--- config.mk ---
export PLATFORM = sky130hd
export DESIGN_NAME = alu_ctrl_flat
export DESIGN_NICKNAME = d
export VERILOG_FILES = /design/src/rtl/alu_pkg.sv /design/src/rtl/alu_ctrl_if.sv /design/src/rtl/alu_ctrl_decode.sv /design/src/rtl/alu_ctrl.sv /design/src/flat_wrapper.sv
export SDC_FILE = /design/constraint.sdc
export NUM_CORES = 1
export LEC_CHECK = 0
export BUFFER_PORTS_ARGS = -buffer_cell sky130_fd_sc_hd__buf_2
export CORE_MARGIN = 2
export CORE_UTILIZATION = 38
export DETAILED_ROUTE_END_ITERATION = 7
export HOLD_SLACK_MARGIN = 0.08
export REMOVE_ABC_BUFFERS = 1
export SKIP_LAST_GASP = 1
export SLEW_MARGIN = 20
export SYNTH_ARGS = -nofsm -noshare
export SYNTH_HDL_FRONTEND = slang
export SYNTH_SLANG_ARGS = --single-unit
--- constraint.sdc ---
create_clock -name clk -period 3.5 [get_ports clk]
set_input_delay 1.05 -clock clk [delete_from_list [all_inputs] [get_ports clk]]
set_output_delay 1.05 -clock clk [all_outputs]
set_load 0.02 [all_outputs]
--- src/rtl/alu_pkg.sv ---
// Shared types and instruction field layout for the alu_ctrl sequencer.
package alu_pkg;

   typedef enum logic [2:0] {
      OpAdd  = 3'b000,
      OpSub  = 3'b001,
      OpAnd  = 3'b010,
      OpOr   = 3'b011,
      OpNor  = 3'b100,
      OpXor  = 3'b101,
      OpXnor = 3'b110,
      OpNand = 3'b111
   } alu_op_t;

   localparam int unsigned InstrW  = 16;
   localparam int unsigned OpMsb   = 15;
   localparam int unsigned OpLsb   = 13;
   localparam int unsigned BankBit = 12;
   localparam int unsigned DstMsb  = 11;
   localparam int unsigned DstLsb  = 9;
   localparam int unsigned SrcAMsb = 8;
   localparam int unsigned SrcALsb = 6;
   localparam int unsigned SrcBMsb = 5;
   localparam int unsigned SrcBLsb = 3;

   localparam logic [3:0] BankSelA = 4'b0000;
   localparam logic [3:0] BankSelB = 4'b0001;

   typedef enum logic [1:0] {
      StIdle,
      StRead,
      StExec,
      StWrite
   } state_t;

endpackage

--- src/rtl/alu_ctrl_if.sv ---
// Instruction valid/ready channel into the sequencer.
interface alu_ctrl_if;
   logic        in_valid;
   logic [15:0] in_instr;
   logic        in_ready;

   modport master (output in_valid, output in_instr, input in_ready);
   modport slave  (input in_valid, input in_instr, output in_ready);
endinterface

--- src/rtl/alu_ctrl_decode.sv ---
// Splits the latched instruction into fields and forms the register-file write select.
module alu_ctrl_decode
   import alu_pkg::*;
(
   input  logic [15:3] instr,
   output alu_op_t     op,
   output logic [2:0]  src_a,
   output logic [2:0]  src_b,
   output logic [6:0]  wrt_slct,
   output logic        wr_suppress
);

   logic       bank;
   logic [2:0] dst;

   always_comb begin
      op       = alu_op_t'(instr[OpMsb:OpLsb]);
      bank     = instr[BankBit];
      dst      = instr[DstMsb:DstLsb];
      src_a    = instr[SrcAMsb:SrcALsb];
      src_b    = instr[SrcBMsb:SrcBLsb];
      wrt_slct = bank ? {BankSelB, dst} : {BankSelA, dst};
      // A0 is the hard-wired zero register; writes to it are dropped.
      wr_suppress = !bank && (dst == 3'd0);
   end

endmodule

--- src/rtl/alu_ctrl.sv ---
// Instruction sequencer: reads two registers, runs them through alu, writes the result back.
// One instruction per four cycles (IDLE, READ, EXEC, WRITE); keeps flags and a retired count.
module alu_ctrl
   import alu_pkg::*;
#(
   parameter int unsigned CNT_W = 16
) (
   input  logic             clk,
   input  logic             rst_n,
   alu_ctrl_if.slave        in_if,
   output logic [2:0]       rd_slct_a,
   output logic [2:0]       rd_slct_b,
   input  logic [7:0]       data_out_a,
   input  logic [7:0]       data_out_b,
   output logic [7:0]       alu_a,
   output logic [7:0]       alu_b,
   output logic [2:0]       alu_op,
   input  logic [7:0]       alu_c,
   input  logic             alu_carry,
   input  logic             alu_zero,
   output logic             wrtnbl,
   output logic [6:0]       wrt_slct,
   output logic [7:0]       data_in,
   output logic             flag_carry,
   output logic             flag_zero,
   output logic             done,
   output logic [CNT_W-1:0] retired
);

   state_t           state_q, state_d;
   logic [15:3]      ir_q;
   logic [7:0]       opnd_a_q, opnd_b_q, result_q;
   alu_op_t          alu_op_q;
   logic [6:0]       wrt_slct_q;
   logic             carry_q, zero_q;
   logic             flag_carry_q, flag_zero_q, done_q;
   logic [CNT_W-1:0] retired_q;

   alu_op_t          dec_op;
   logic [6:0]       dec_wrt_slct;
   logic             dec_wr_suppress;

   alu_ctrl_decode u_decode (
      .instr       (ir_q),
      .op          (dec_op),
      .src_a       (rd_slct_a),
      .src_b       (rd_slct_b),
      .wrt_slct    (dec_wrt_slct),
      .wr_suppress (dec_wr_suppress)
   );

   always_comb begin
      state_d        = state_q;
      in_if.in_ready = 1'b0;
      wrtnbl         = 1'b0;
      unique case (state_q)
         StIdle: begin
            in_if.in_ready = 1'b1;
            if (in_if.in_valid) state_d = StRead;
         end
         StRead:  state_d = StExec;
         StExec:  state_d = StWrite;
         StWrite: begin
            wrtnbl  = !dec_wr_suppress;
            state_d = StIdle;
         end
         default: state_d = StIdle;
      endcase
   end

   // Each register loads only in its own state, so outputs hold between instructions.
   always_ff @(posedge clk or negedge rst_n) begin
      if (!rst_n) begin
         state_q      <= StIdle;
         ir_q         <= '0;
         opnd_a_q     <= '0;
         opnd_b_q     <= '0;
         alu_op_q     <= OpAdd;
         result_q     <= '0;
         carry_q      <= 1'b0;
         zero_q       <= 1'b0;
         wrt_slct_q   <= '0;
         flag_carry_q <= 1'b0;
         flag_zero_q  <= 1'b0;
         done_q       <= 1'b0;
         retired_q    <= '0;
      end else begin
         state_q <= state_d;
         done_q  <= 1'b0;
         unique case (state_q)
            StIdle: begin
               if (in_if.in_valid) ir_q <= in_if.in_instr[15:3];
            end
            StRead: begin
               opnd_a_q <= data_out_a;
               opnd_b_q <= data_out_b;
               alu_op_q <= dec_op;
            end
            StExec: begin
               result_q   <= alu_c;
               carry_q    <= alu_carry;
               zero_q     <= alu_zero;
               wrt_slct_q <= dec_wrt_slct;
            end
            StWrite: begin
               flag_carry_q <= carry_q;
               flag_zero_q  <= zero_q;
               retired_q    <= retired_q + {{(CNT_W-1){1'b0}}, 1'b1};
               done_q       <= 1'b1;
            end
            default: ;
         endcase
      end
   end

   assign alu_a      = opnd_a_q;
   assign alu_b      = opnd_b_q;
   assign alu_op     = alu_op_q;
   assign wrt_slct   = wrt_slct_q;
   assign data_in    = result_q;
   assign flag_carry = flag_carry_q;
   assign flag_zero  = flag_zero_q;
   assign done       = done_q;
   assign retired    = retired_q;

endmodule

--- src/flat_wrapper.sv ---
// flat-port wrapper written by rule: the top's interface ports become plain ports
module alu_ctrl_flat import alu_pkg::*;
#(
   parameter int unsigned CNT_W = 16
)
  (clk, rst_n, rd_slct_a, rd_slct_b, data_out_a, data_out_b, alu_a, alu_b, alu_op, alu_c, alu_carry, alu_zero, wrtnbl, wrt_slct, data_in, flag_carry, flag_zero, done, retired, in_if_in_valid, in_if_in_instr, in_if_in_ready);
  alu_ctrl_if in_if_i ();
  input  logic clk;
  input  logic rst_n;
  output logic [2:0] rd_slct_a;
  output logic [2:0] rd_slct_b;
  input  logic [7:0] data_out_a;
  input  logic [7:0] data_out_b;
  output logic [7:0] alu_a;
  output logic [7:0] alu_b;
  output logic [2:0] alu_op;
  input  logic [7:0] alu_c;
  input  logic alu_carry;
  input  logic alu_zero;
  output logic wrtnbl;
  output logic [6:0] wrt_slct;
  output logic [7:0] data_in;
  output logic flag_carry;
  output logic flag_zero;
  output logic done;
  output logic [CNT_W-1:0] retired;
  input wire logic [$bits(in_if_i.in_valid)-1:0] in_if_in_valid;
  input wire logic [$bits(in_if_i.in_instr)-1:0] in_if_in_instr;
  output wire logic [$bits(in_if_i.in_ready)-1:0] in_if_in_ready;
  assign in_if_i.in_valid = in_if_in_valid;
  assign in_if_i.in_instr = in_if_in_instr;
  assign in_if_in_ready = in_if_i.in_ready;
  alu_ctrl #(.CNT_W(CNT_W)) u_core (.clk(clk), .rst_n(rst_n), .in_if(in_if_i), .rd_slct_a(rd_slct_a), .rd_slct_b(rd_slct_b), .data_out_a(data_out_a), .data_out_b(data_out_b), .alu_a(alu_a), .alu_b(alu_b), .alu_op(alu_op), .alu_c(alu_c), .alu_carry(alu_carry), .alu_zero(alu_zero), .wrtnbl(wrtnbl), .wrt_slct(wrt_slct), .data_in(data_in), .flag_carry(flag_carry), .flag_zero(flag_zero), .done(done), .retired(retired));
endmodule
==> results of run 1 <==
-- registers in the layout, indices dropped and copies added (netlist names) --
name / count
u_core.flag_zero: 1
u_core.zero_q: 1
u_core.done: 1
u_core.alu_op: 3
u_core.alu_a: 8
u_core.carry_q: 1
u_core.ir_q: 13
u_core.data_in: 8
u_core.retired: 16
u_core.flag_carry: 1
u_core.wrt_slct: 4
u_core.alu_b: 8
u_core.state_q: 2
-- through the flow --
step,hold slack (ps),total power [uW],instance area [um2]
after floorplan,474,2270,2660
after global placement,454,2690,3290
after detailed placement,463,2730,3290
after CTS,472,3390,3490
after global routing,497,3560,3490
final,477,3330,3490
-- how the worst max path moves through the flow --
| stage | end | slack, ps | cells after the start |
|---|---|---|---|
| 3_5_place_dp | wrtnbl | 1190 | 3 |
| 2_1_floorplan | wrtnbl | 1370 | 2 |
| 4_1_cts | wrtnbl | 810 | 3 |
| 6_report | wrtnbl | 870 | 3 |
| 5_1_grt | wrtnbl | 730 | 3 |
| 3_3_place_gp | wrtnbl | 1180 | 3 |
-- power by group --
| part | internal, uW | switching (uW) |
|---|---|---|
| clock network | 379 | 265 |
| logic | 625 | 747 |
| registers | 1120 | 196 |
-- area by class of cell --
cell class / instances / share of cell area, %
Multi-Input combinational cell: 101 / 27.9
Inverter: 3 / 0.322
Clock inverter: 2 / 1.00
Tap cell: 96 / 3.44
Clock buffer: 12 / 4.73
Timing Repair Buffer: 101 / 14.6
Sequential cell: 67 / 48.0
-- metal layers --
layer / routed length [um] / vias to the layer above / track usage (%)
met5: 0 / - / 0
met4: 59 / 0 / 5.79
met3: 394 / 4 / 5.60
met2: 2220 / 71 / 20.5
met1: 2250 / 832 / 17.3
li1: - / 818 / -
-- logic make-up after synthesis --
kind of cell	after synthesis	synth area share, %
flops	67	61.9
mux	50	20.8
xor+xnor	15	4.85
fa+ha+maj	6	2.77
other cells	1	0.138
buf+inv	12	2.40
compound gates	2	0.600
simple gates	25	6.60
-- cells in the final DEF (no fill, tap or decap), types with 2 or more instances in the layout --
| cell | n |
|---|---|
| mux2_2 | 50 |
| buf_4 | 2 |
| ha_1 | 6 |
| dfrtp_1 | 67 |
| inv_1 | 3 |
| nand4_1 | 2 |
| clkbuf_8 | 12 |
| xnor2_1 | 11 |
| nand2_1 | 7 |
| nand3_2 | 2 |
| nand3_1 | 4 |
| conb_1 | 3 |
| buf_2 | 99 |
| nor3_4 | 2 |
| xor2_1 | 4 |
-- worst max-delay path, stage by stage (launching register included) --
cell	delay (ps)
dfrtp_1	390
ha_1	480
o41a_1	230
buf_2	160
==> out/metrics.yaml, run 1 <==
tns_ps: 0
worstSetupStartpointType: "flop"
async_flop_share_pct: 100
drt_wl_total_um: 4930
yosys.area.top_type: "dfrtp_1"
clock-sinks: 67
worst_pin_slew_ps: 822
hp-class: "flop to flop"
grt_pass1_vias: 1680
dp_slack_ps: 1190
status: "finished clean"
ys.flop_type: "dfrtp_1"
antenna_found_initial: 0
rr_startpoint: "u_core.state_q[1]"
port_buffers: 99
drt_iter0_drc: 20
syn_area_um2: 2710
r2r_cells: 3
fin_ws_ps: 868
ir_drop_uv: 432
path_clk_slew_ps: 70
postCtsHoldBufs: 0
routed_via_density: 4.52
worstHoldStart: "u_core.retired[15]"
drive_above_1_share_pct: 60.5
rsz0062_at_grt: "no"
cts_buffers: 9
regArea_um2: 1680
floorplan.die.height_um: 88.5
finalWeightedCongestion: 0.678
yosys.cell_count.top_type: "dfrtp_1"
fp.dieArea_um2: 7820
place_inst: 368
ys_types: 25
core_area_um2: 6830
cts_htree_levels: 3
clock_latency_ps: 320
critical_path_class: "flop to output port"
multi_input_area_um2: 976
die_w_um: 88.5
drc_errors: 0
fin_cells: 382
syn_avg_cell_area_um2: 15.2
arrival_ps: 1580
diodes: 0
r2r_end: "u_core.alu_a[0]"
fill_cells: 629
synth_area_leaders: "dfrtp_1, mux2_2, xnor2_1"
worstPathRequired_ps: 2450
dp_hpwl_um: 3550
tritoncts: "built"
grt_max_degree: 32
netlist_top_cells_count: "dfrtp_1, mux2_2, xnor2_1"
powerDensity_nw_per_um2: 953
hold_viol: 0
synth_top_area_share_pct: 61.9
num_io_pins: 106
synth-edff-count: 0
area_growth_pct: 28.9
root_buffer: "clkbuf_8"
synth_seq_cells: 67
synth_seq_area_share_pct: 61.9
final.setup_skew_ps: 6.79
grt-ovfl-total: 0
final_nets: 334
hold_end: "u_core.retired[15]"
setup_viol_count_final: 0
syn_inst: 178
critPathLaunch: "u_core.state_q[1]"
grt_pass1_wl_um: 7980
initial_core_util_pct: 39.7
ant_nets: 0
dr.pass1.iters: 2
wl_per_cell_um: 12.9
cts_max_path_buffers: 2
worstHoldPathCells: 1
ys_warn_count: 0
fmax_mhz: 380
slew_violations: 0
p_leak_uw: 0.00173
timing.slew.headroom_pct: 45.2
timing.final.crit_share_pct: 75.2
vias: 1725
cap_violations: 0
r2r_slack_ps: 1740
rows: 30
post_cts_buffers: 0
cp-end-kind: "output port"
final.min_clock_period_ps: 2630
worst-path-max-fanout: 10
grtUsageTotal_pct: 13.6
post_cts_resized: 0
utilization_pct: 51.2
Power figures use the tool's default switching activity.
==> run 2, diff against run 1 <==
--- a/config.mk
+++ b/config.mk
@@ -10,6 +10,7 @@
 export CORE_UTILIZATION = 38
 export DETAILED_ROUTE_END_ITERATION = 7
 export HOLD_SLACK_MARGIN = 0.08
+export PLACE_DENSITY = 0.67
 export REMOVE_ABC_BUFFERS = 1
 export SKIP_LAST_GASP = 1
 export SLEW_MARGIN = 20
==> constraint.sdc (replaced) <==
create_clock -name clk -period 2.2 [get_ports clk]
set_input_delay 0.66 -clock clk [delete_from_list [all_inputs] [get_ports clk]]
set_output_delay 0.66 -clock clk [all_outputs]
set_load 0.02 [all_outputs]
==> out/metrics.yaml, run 2 (synthesis results as in run 1) <==
die_w_um: 88.5
tns_ps: 0
grt_pass1_wl_um: 7990
grt-ovfl-total: 0
p_leak_uw: 0.00173
clock-sinks: 67
hp-class: "input port to asynchronous set/reset pin"
tritoncts: "built"
fin_cells: 385
post_cts_resized: 0
port_buffers: 99
worstSetupStartpointType: "flop"
clock_latency_ps: 320
grt_pass1_vias: 1701
num_io_pins: 106
mostFrequentLayoutCells: "buf_2, dfrtp_1, mux2_2"
grtUsageMet2_pct: 19.9
top_usage_layer: "met2"
whs_ps: 339
postCtsHoldBufs: 0
place_inst: 370
rows: 30
use_met1_pct: 17.2
wl_per_cell_um: 12.2
vias: 1724
status: "finished clean"
floorplan.die.height_um: 88.5
setup_viol_count_final: 0
grt_max_degree: 68
final.min_clock_period_ps: 1950
fmax_mhz: 512
cts_max_path_buffers: 2
drt_wl_total_um: 4680
timing.final.crit_share_pct: 88.7
cts_buffers: 9
layout_commonest_cell: "buf_2"
powerDensity_nw_per_um2: 1470
drt_iter0_drc: 55
p_clk_share_pct: 16.6
core_area_um2: 6830
worst_pin_slew_ps: 544
grtUsageTotal_pct: 13.2
worst-path-max-fanout: 3
routed_via_density: 4.48
intPower_uw: 3220
final.setup_skew_ps: 9.12
total_power_uw: 5130
met3_usage_pct: 5.78
area_growth_pct: 28.5
timing.slew.headroom_pct: 63.6
ant_nets: 0
antenna_found_initial: 0
arrival_ps: 1290
dp_hpwl_um: 3280
p_comb_share_pct: 42.7
slew_violations: 0
ir_drop_uv: 647
fp.dieArea_um2: 7820
finalWeightedCongestion: 0.719
post_cts_buffers: 0
dr.pass1.iters: 3
diodes: 0
root_buffer: "clkbuf_8"
utilization_pct: 51.0
cp-end-kind: "output port"
initial_core_util_pct: 39.7
rsz0062_at_grt: "no"
cap_violations: 0
critical_path_class: "flop to output port"
final_nets: 336
path_clk_slew_ps: 70
cts_htree_levels: 3
seqPwrFrac_pct: 40.7
hold_viol: 0
drive_above_1_share_pct: 60.2
drc_errors: 0
worstPathRequired_ps: 1540
p_sw_share_pct: 37.2
largest_reg_flops: 16
netSwitchingPower_uw: 1910
==> run 2: cell count changes in the layout (fill, tap and decap cells not counted), sizes merged <==
cell / change
buf: +2
bufinv: -1
clkinv: +2
==> run 2: power groups by stage <==
stage | Sequential [uW] | Clock (uW) | Combinational, uW
floorplan | 2630 | 0 | 985
detailed placement | 2120 | 0 | 2230
finish | 2090 | 849 | 2190
global route | 2170 | 942 | 2370
CTS | 2100 | 889 | 2230
global placement | 2100 | 0 | 2200
==> run 2: layer usage <==
layer	part of all wire, %	wire length [um]
met5	0	0
met4	1.1	52
met3	8.3	390
met2	46	2170
met1	44	2070
==> run 2: final cells by class <==
class                      count  area (um2)
inverter                       3        11.3
fill                         651        3350
sequential                    67        1680
clock inverter                 3        15.0
timing repair buffer         103         538
tap                           96         120
clock buffer                  12         145
multi-input combinational    101         976
==> run 2: metrics by stage <==
stage | setup slack [ps] | cell area (um2)
CTS | 224 | 3480
floorplan | 465 | 2660
detailed placement | 467 | 3320
global route | 196 | 3480
finish | 249 | 3480
global placement | 484 | 3320
==> run 2: path summary, 6_finish.rpt <==
kind	from	to	slack, ps	cells after the start
max	u_core.ir_q[10]	wrtnbl	250	2
min reg2reg	u_core.retired[15]	u_core.retired[15]	480	1
max reg2reg	u_core.state_q[0]	u_core.ir_q[10]	560	4
max in group asynchronous	rst_n	u_core.alu_b[7]	1570	2
min	rst_n	u_core.retired[12]	340	2
min in group clk	u_core.retired[15]	u_core.retired[15]	480	1
==> run 2: critical path, stage by stage (launching register included) <==
cell and delay (ps):
dfrtp_1 390, o41a_1 410, buf_2 160
==> run 3, diff against run 2 <==
--- a/config.mk
+++ b/config.mk
@@ -11,6 +11,7 @@
 export DETAILED_ROUTE_END_ITERATION = 7
 export HOLD_SLACK_MARGIN = 0.08
 export PLACE_DENSITY = 0.67
+export RECOVER_POWER = 50
 export REMOVE_ABC_BUFFERS = 1
 export SKIP_LAST_GASP = 1
 export SLEW_MARGIN = 20
==> out/metrics.yaml, run 3 (synthesis results as in run 1) <==
final.setup_skew_ps: 8.82
final.min_clock_period_ps: 1950
mostFrequentLayoutCells: "buf_2, dfrtp_1, mux2_2"
critical_path_class: "flop to output port"
ant_nets: 0
grt-ovfl-total: 0
antenna_found_initial: 0
path_cells: "o41a_1 -> buf_2"
hold_end: "u_core.retired[15]"
rsz0062_at_grt: "no"
dr.pass1.iters: 4
finalWeightedCongestion: 0.719
slowest_delay_ps: 410
worst-path-max-fanout: 3
largest_reg_flops: 16
fill_cells: 657
worst_pin_slew_ps: 1460
core_area_um2: 6830
routed_via_density: 4.47
worstSetupStartpointType: "flop"
arrival_ps: 1290
utilization_pct: 50.4
slew_violations: 0
cts_max_path_buffers: 2
path_clk_slew_ps: 70
grtUsageTotal_pct: 13.2
diodes: 0
postCtsHoldBufs: 0
powerDensity_nw_per_um2: 1480
drive_above_1_share_pct: 59.5
cts_buffers: 9
hold_viol: 0
grt_pass1_vias: 1701
ir_drop_uv: 646
vias: 1722
dp_hpwl_um: 3280
hp-class: "flop to flop"
num_io_pins: 106
grt_max_degree: 68
final_nets: 336
clock-sinks: 67
fp.dieArea_um2: 7820
port_buffers: 99
timing.slew.headroom_pct: 2.74
clock_latency_ps: 320
r2r_slack_ps: 350
root_buffer: "clkbuf_8"
setup_viol_count_final: 0
wl_per_cell_um: 12.2
r2r_end: "u_core.carry_q"
post_cts_buffers: 0
whs_ps: 480
fin_ws_ps: 249
drt_wl_total_um: 4690
drt_iter0_drc: 61
layout_commonest_cell: "buf_2"
fmax_mhz: 512
fin_cells: 385
initial_core_util_pct: 39.7
grt_pass1_wl_um: 7990
rows: 30
rr_startpoint: "u_core.state_q[0]"
tritoncts: "built"
timing.final.crit_share_pct: 88.7
multi_input_area_um2: 961
tns_ps: 0
crit_path_top_delay_cell: "o41a_1"
drc_errors: 0
worstPathRequired_ps: 1540
cts_htree_levels: 3
post_cts_resized: 0
status: "finished clean"
p_leak_uw: 0.00171
r2r_cells: 4
place_inst: 370
cp-end-kind: "output port"
floorplan.die.height_um: 88.5
dp_slack_ps: 467
worstHoldStart: "u_core.retired[15]"
die_w_um: 88.5
regArea_um2: 1680
worstHoldPathCells: 1
cap_violations: 0
area_growth_pct: 27.1
==> run 3: cell types whose count changed in the layout (fill, tap and decap cells not counted) <==
cell / change
buf_4: -2
buf_12: -1
buf_2: +1
clkbuf_1: +1
clkbuf_2: +1
nand4_1: +1
nand4_4: -1
==> run 3: how the worst max path moves through the flow <==
stage | startpoint | end | slack [ps] | cells past startpoint
6_report | u_core.ir_q[10] | wrtnbl | 250 | 2
4_1_cts | u_core.ir_q[10] | wrtnbl | 220 | 2
3_5_place_dp | in_if_in_valid | u_core.ir_q[3] | 470 | 3
3_3_place_gp | in_if_in_valid | u_core.ir_q[7] | 480 | 3
5_1_grt | rst_n | u_core.alu_b[7] | 160 | 2
2_1_floorplan | u_core.state_q[1] | wrtnbl | 460 | 2
==> run 3: per-stage QoR <==
| step | area (um2) | total power, uW |
|---|---|---|
| floorplan | 2660 | 3610 |
| global placement | 3320 | 4290 |
| detailed placement | 3320 | 4350 |
| CTS | 3480 | 5220 |
| global route | 3450 | 5450 |
| finish | 3450 | 5080 |
==> run 3: layout make-up <==
class,instances,share of cell area (%)
clock buffer,12,4.21
clock inverter,3,0.436
inverter,3,0.327
multi-input combinational,101,27.9
sequential,67,48.7
tap,96,3.49
timing repair buffer,103,15.0
==> run 3: critical path, delay by kind of cell (launching register included) <==
| kind | cells | cell delay (ps) |
|---|---|---|
| AOI/OAI and AO/OA | 1 | 410 |
| buffers and inverters | 1 | 160 |
| DFF | 1 | 390 |
==> run 3: per-layer routing <==
layer | GRT usage, % | wire length, um | up-vias
met4 | 4.55 | 52 | 0
met2 | 19.9 | 2190 | 59
met1 | 17.2 | 2070 | 838
met3 | 5.78 | 379 | 6
met5 | 0 | 0 | -
li1 | - | - | 819
==> run 3: report_power, final <==
part | internal, uW | switching [uW] | total [uW]
combinational | 992 | 1170 | 2160
clock | 429 | 419 | 847
sequential | 1780 | 299 | 2080
total | 3200 | 1890 | 5080
